===== src/rtl/pred_pkg.sv =====
// pred_pkg: shared constants, FSM state type and double-classification helper for pred_result_writer
// Optional feature macro: PRED_RESULT_WRITER_CHECKSUM_EN adds the CHK state.
package pred_pkg;
  localparam logic [31:0] HDR_MAGIC = 32'h50524544;
  localparam logic [31:0] TRL_MAGIC = 32'h41434355;
  localparam logic [10:0] EXP_HALF = 11'h3FE;
`ifdef PRED_RESULT_WRITER_CHECKSUM_EN
  typedef enum logic [2:0] {HDR, BODY, CHK, TRL, DONE} state_t;
`else
  typedef enum logic [2:0] {HDR, BODY, TRL, DONE} state_t;
`endif
  // Positive and at least 0.5; +Inf and positive NaN land here too.
  function automatic logic dbl_class(input logic [63:0] d);
    return !d[63] && d[62:52] >= EXP_HALF;
  endfunction
endpackage


===== src/rtl/pred_result_writer_if.sv =====
// pred_result_writer_if: input record handshake and output word stream of pred_result_writer
// Ports: in_valid/in_ready/in_pred/in_actual (records in), out_valid/out_ready/out_data/out_last (words out).
// slave = the writer, master = the upstream source / downstream sink.
interface pred_result_writer_if;
  logic in_valid;
  logic in_ready;
  logic [63:0] in_pred;
  logic [63:0] in_actual;
  logic out_valid;
  logic out_ready;
  logic [63:0] out_data;
  logic out_last;
  modport slave (input in_valid, in_pred, in_actual, out_ready, output in_ready, out_valid, out_data, out_last);
  modport master (output in_valid, in_pred, in_actual, out_ready, input in_ready, out_valid, out_data, out_last);
endinterface


===== src/rtl/sync_fifo.sv =====
// sync_fifo: single-clock FIFO with registered occupancy; dout reads 0 while empty
// Ports: clk, rst (sync, active-high), push/din, pop/dout, full, empty.
// Push while full is dropped even if a pop happens in the same cycle.
module sync_fifo #(
  parameter int WIDTH = 65,
  parameter int DEPTH = 8
) (
  input  logic clk,
  input  logic rst,
  input  logic push,
  input  logic pop,
  input  logic [WIDTH-1:0] din,
  output logic [WIDTH-1:0] dout,
  output logic full,
  output logic empty
);
  localparam int AW = $clog2(DEPTH);
  logic [WIDTH-1:0] mem [DEPTH];
  logic [AW-1:0] wp, rp;
  logic [AW:0] cnt;
  logic wr, rd;
  assign full = cnt == (AW+1)'(DEPTH);
  assign empty = cnt == '0;
  assign wr = push && !full;
  assign rd = pop && !empty;
  assign dout = empty ? '0 : mem[rp];
  always_ff @(posedge clk) begin
    if (wr) mem[wp] <= din;
  end
  always_ff @(posedge clk) begin
    if (rst) begin
      wp <= '0;
      rp <= '0;
      cnt <= '0;
    end else begin
      if (wr) wp <= wp + 1'b1;
      if (rd) rp <= rp + 1'b1;
      cnt <= cnt + (AW+1)'(wr) - (AW+1)'(rd);
    end
  end
endmodule


===== src/rtl/pred_result_writer.sv =====
// pred_result_writer: classifies (prediction, actual) double pairs and frames them as header/records/trailer words
// Ports: clk, rst (sync, active-high), io (pred_result_writer_if.slave), correct_cnt (running matches),
// acc_cal (sticky, set once the trailer word is accepted downstream).
// Macro PRED_RESULT_WRITER_CHECKSUM_EN: emit an XOR of header and records just before the trailer.
module pred_result_writer
  import pred_pkg::*;
#(
  parameter int ROWS = 100,
  parameter int FIFO_DEPTH = 8
) (
  input  logic clk,
  input  logic rst,
  pred_result_writer_if.slave io,
  output logic [15:0] correct_cnt,
  output logic acc_cal
);
  localparam logic [15:0] R16 = 16'(ROWS);
  state_t state;
  logic [15:0] idx;
  logic full, empty, push, acc, pc, ac, m;
  logic [63:0] hdr, rec, trl, tail, word;
  logic [64:0] head;
  assign pc = dbl_class(io.in_pred);
  assign ac = dbl_class(io.in_actual);
  assign m = pc == ac;
  assign hdr = {HDR_MAGIC, 16'h0000, R16};
  assign rec = {io.in_pred[63:32], idx, 13'b0, m, ac, pc};
  assign trl = {TRL_MAGIC, correct_cnt, R16};
  // full is registered, so a pop in the same cycle never opens room for a push
  assign io.in_ready = state == BODY && !full;
  assign acc = io.in_valid && io.in_ready;
  assign push = state == BODY ? acc : state != DONE && !full;
`ifdef PRED_RESULT_WRITER_CHECKSUM_EN
  logic [63:0] chk;
  assign tail = state == CHK ? chk : trl;
`else
  assign tail = trl;
`endif
  assign word = state == HDR ? hdr : state == BODY ? rec : tail;
  assign io.out_valid = !empty;
  assign io.out_data = head[63:0];
  assign io.out_last = head[64];
  sync_fifo #(.WIDTH(65), .DEPTH(FIFO_DEPTH)) u_fifo (
    .clk(clk),
    .rst(rst),
    .push(push),
    .pop(io.out_ready),
    .din({state == TRL, word}),
    .dout(head),
    .full(full),
    .empty(empty)
  );
  always_ff @(posedge clk) begin
    if (rst) begin
      state <= HDR;
      idx <= '0;
      correct_cnt <= '0;
      acc_cal <= 1'b0;
`ifdef PRED_RESULT_WRITER_CHECKSUM_EN
      chk <= '0;
`endif
    end else begin
      if (io.out_valid && io.out_ready && io.out_last) acc_cal <= 1'b1;
      unique case (state)
        HDR: if (!full) begin
          state <= BODY;
`ifdef PRED_RESULT_WRITER_CHECKSUM_EN
          chk <= hdr;
`endif
        end
        BODY: if (acc) begin
          idx <= idx + 16'd1;
          correct_cnt <= correct_cnt + 16'(m);
`ifdef PRED_RESULT_WRITER_CHECKSUM_EN
          chk <= chk ^ rec;
          if (idx == R16 - 16'd1) state <= CHK;
`else
          if (idx == R16 - 16'd1) state <= TRL;
`endif
        end
`ifdef PRED_RESULT_WRITER_CHECKSUM_EN
        CHK: if (!full) state <= TRL;
`endif
        TRL: if (!full) state <= DONE;
        default: ;
      endcase
    end
  end
endmodule

===== src/flat_wrapper.sv =====
// flat-port wrapper written by rule: the top's interface ports become plain ports
module pred_result_writer_flat import pred_pkg::*;
#(
  parameter int ROWS = 100,
  parameter int FIFO_DEPTH = 8
)
  (clk, rst, correct_cnt, acc_cal, io_in_valid, io_in_pred, io_in_actual, io_out_ready, io_in_ready, io_out_valid, io_out_data, io_out_last);
  pred_result_writer_if io_i ();
  input  logic clk;
  input  logic rst;
  output logic [15:0] correct_cnt;
  output logic acc_cal;
  input wire logic [$bits(io_i.in_valid)-1:0] io_in_valid;
  input wire logic [$bits(io_i.in_pred)-1:0] io_in_pred;
  input wire logic [$bits(io_i.in_actual)-1:0] io_in_actual;
  input wire logic [$bits(io_i.out_ready)-1:0] io_out_ready;
  output wire logic [$bits(io_i.in_ready)-1:0] io_in_ready;
  output wire logic [$bits(io_i.out_valid)-1:0] io_out_valid;
  output wire logic [$bits(io_i.out_data)-1:0] io_out_data;
  output wire logic [$bits(io_i.out_last)-1:0] io_out_last;
  assign io_i.in_valid = io_in_valid;
  assign io_i.in_pred = io_in_pred;
  assign io_i.in_actual = io_in_actual;
  assign io_i.out_ready = io_out_ready;
  assign io_in_ready = io_i.in_ready;
  assign io_out_valid = io_i.out_valid;
  assign io_out_data = io_i.out_data;
  assign io_out_last = io_i.out_last;
  pred_result_writer #(.ROWS(ROWS), .FIFO_DEPTH(FIFO_DEPTH)) u_core (.clk(clk), .rst(rst), .io(io_i), .correct_cnt(correct_cnt), .acc_cal(acc_cal));
endmodule

===== config.mk =====
export PLATFORM = sky130hd
export DESIGN_NAME = pred_result_writer_flat
export DESIGN_NICKNAME = d
export VERILOG_FILES = /design/src/rtl/pred_pkg.sv /design/src/rtl/pred_result_writer_if.sv /design/src/rtl/sync_fifo.sv /design/src/rtl/pred_result_writer.sv /design/src/flat_wrapper.sv
export SDC_FILE = /design/constraint.sdc
export NUM_CORES = 1
export LEC_CHECK = 0
export ABC_AREA = 1
export CAP_MARGIN = 5
export CORE_MARGIN = 2
export CORE_UTILIZATION = 51
export CTS_CLUSTER_SIZE = 24
export DETAILED_ROUTE_END_ITERATION = 10
export HOLD_SLACK_MARGIN = 0.03
export PLACE_DENSITY = 0.78
export SYNTH_ARGS = -nofsm -noshare
export SYNTH_HDL_FRONTEND = slang
export SYNTH_SLANG_ARGS = --single-unit

===== constraint.sdc =====
create_clock -name clk -period 4 [get_ports clk]
set_input_delay 0.4 -clock clk [delete_from_list [all_inputs] [get_ports clk]]
set_output_delay 0.4 -clock clk [all_outputs]
set_load 0.1 [all_outputs]

==> impl_metrics.ini <==
[yosys]
synth_cell_type_count = 39
async_flop_share_pct = 0
syn_area_mm2 = 0.0195
synthXorXnorAreaFrac_pct = 0.135
ys_ff_latch = 472
yosysWarningCount = 0
synth_ff_type = edfxtp_1
synth_top_family_by_area = compound AO/OA/AOI/OAI gates
synthMuxAreaShare_pct = 0
synth-compound-area-share_pct = 12.7
avgSynthCellArea_um2 = 11.6
synth_edf_count = 424
synth-simple-area-share_pct = 11.4
synthAdderAreaFrac_pct = 1.07
seq_area_frac_synth_pct = 70.3
synthCells = 1683

[sta]
period_share_pct = 83.2
fmax_mhz = 301
tightest_slew_ns = 0.979
skew_ns = 0.0202
grt_setup_unrepaired = false
fin_ws_ns = 0.674
finalSetupViolCount = 0
timing.hold.ws_ns = 0.444
slew_headroom_pct = 34.5
fin_crit_ns = 3.33
fin_tns_setup_ns = 0
drv_slew = 0
hold_violations = 0

[global_route]
grt_use_total_pct = 23.2
grt_pass1_vias = 12700
grt_pass1_wl_mm = 70.0
overflow = 0
antenna_found_initial = 2
grt_start_max_net_pins = 108

[clock_tree]
post_cts_resized = 0
cts.sinks = 472
cts_max_level = 2
holdBufCountCts = 0
clockBufferDepth = 3
cts_setup_buffers = 0
clk-insertion-delay-late_ns = 0.56
clock-root-buffer = clkbuf_16
clkTransAtPathRegs_ns = 0.06
cts_tree = yes
cts_buffers = 47

[worst_hold_path]
hp-class = flop to flop

[detailed_routing]
drc = 0
postRouteAntennaNets = 0
via_per_inst = 5.75
routed-via-count = 13400
firstDrtPassIters = 5
drt_iter0_drc = 1395
wl_per_cell_um = 20.0
routed_wirelength_mm = 46.7

[critical_path]
path_buf_inv = 2
cpMostUsedCell = nor2_1
endpoint_kind = primary output
required_ns = 3.60
slowest_stage = dfxtp_4
arrival_ns = 2.93
path_max_fanout = 56
path_cells = buf_4, o21ai_0, o22ai_1, nor2_1, nor2_1, buf_12
crit_type = flop to primary output
cpLargestDelayFamily = buffers and inverters
cp_slowest_stage_delay_ns = 0.67
cp-start-kind = flop

[placement]
dpl.hpwl_mm = 25.5
dp_slack_ns = 0.805
placed_area_mm2 = 0.0213
portBuffers = 119
place.gp.congestion = 0.837

[pwr]
p_leak_nw = 7.80
p_per_area_mw_per_mm2 = 877
ir_drop_uv = 611

[layout]
drive_gt1_share_pct = 10.8
final_common_cell = edfxtp_1
num-fill-cells = 2809
nNetsFinal = 1931
synthToLayoutAreaGrowth_pct = 17.3
fin_area_mm2 = 0.0228
final_cell_mix = edfxtp_1, nor2_1, o21ai_0

[outcome]
outcome = complete, no violations

[floorplan]
die_area_mm2 = 0.0398
start_util_pct = 51.7
core.rowCount = 71
io_pins = 216
die_y_um = 199
die_width_um = 199
core_mm2 = 0.0377

[job]
drv_cap = 0
==> worst min-delay path, cell delays in order (launching register included) <==
cell and delay, ns:
dfxtp_1 0.31, inv_1 0.05, a21oi_1 0.07
==> state kept, by name (all words and copies together) (netlist names), named ones only <==
| register | count |
|---|---|
| u_core.acc_cal | 1 |
| u_core.correct_cnt | 16 |
| u_core.idx | 16 |
| u_core.state | 2 |
| u_core.u_fifo.cnt | 4 |
| u_core.u_fifo.mem | 424 |
| u_core.u_fifo.rp | 3 |
| u_core.u_fifo.wp | 3 |
==> Yosys cell counts (2+ instances only) <==
master / instances / share of area [%]
nor2_2: 2 / 0.064
clkbuf_1: 47 / 0.91
or2_2: 6 / 0.19
edfxtp_1: 424 / 65
buf_4: 22 / 0.85
nor2_4: 3 / 0.17
a21oi_1: 47 / 1.2
o22ai_1: 104 / 3.3
nand4_1: 11 / 0.35
buf_2: 32 / 0.82
xor2_1: 2 / 0.090
ha_1: 15 / 0.96
dfxtp_1: 48 / 4.9
buf_6: 6 / 0.35
nor3_1: 15 / 0.39
nor3b_1: 3 / 0.12
a211oi_1: 3 / 0.12
clkbuf_2: 7 / 0.18
o21ai_0: 280 / 7.2
inv_1: 65 / 1.3
nand2_1: 79 / 1.5
inv_2: 2 / 0.039
nor3_2: 2 / 0.10
nor2_1: 401 / 7.7
nand3_1: 18 / 0.46
o21ai_1: 25 / 0.64
o21a_1: 2 / 0.077
==> power breakdown <==
group	internal [W]	total [W]	switching (W)
registers	0.00661	0.00684	0.000235
clock network	0.00256	0.00436	0.00180
logic	0.00207	0.00883	0.00676
==> logic make-up after synthesis <==
kind of cell / Yosys count
AO/OA/AOI/OAI: 463
XOR/XNOR: 3
adder cells (fa/ha/maj): 16
buffers and inverters: 182
flip-flops: 472
other: 1
AND/OR/NAND/NOR: 546
==> per-layer routing <==
layer  wire (µm)  global-route usage, %
met5           7                      0
met3        4200                   3.59
met4        1370                   8.29
met1       18400                   30.3
met2       22700                   39.6
==> path summary, 6_finish.rpt <==
| path | endpoint | startpoint | depth (start not counted) | slack (ns) |
|---|---|---|---|---|
| setup reg to reg | u_core.u_fifo.mem[7][26] | u_core.state[0] | 6 | 1.26 |
| setup / recovery | io_out_data[24] | flop | 6 | 0.67 |
| hold reg to reg | flop | u_core.u_fifo.rp[2] | 2 | 0.44 |
| hold / removal | flop | u_core.u_fifo.rp[2] | 2 | 0.44 |
==> stage by stage <==
| step | std cells | utilization (%) | power (W) |
|---|---|---|---|
| 6_report | 2333 | 60.6 | 0.0200 |
| 3_3_place_gp | 2245 | 56.6 | 0.0155 |
| 3_5_place_dp | 2245 | 56.6 | 0.0157 |
| 4_1_cts | 2332 | 60.6 | 0.0201 |
| 5_1_grt | 2332 | 60.6 | 0.0208 |
| 2_1_floorplan | 1693 | - | 0.0131 |
==> area by class of cell <==
type	count	area [µm²]	area share [%]
repair buffers	156	1680	7.35
multi-input cells	1039	5030	22.0
clock buffers	57	1250	5.49
inverters	67	254	1.11
diodes	1	2.50	0.0110
well taps	511	639	2.80
flip-flops and latches	472	13700	60.0
clock inverters	30	287	1.25
(Power assumes the default switching activity.)
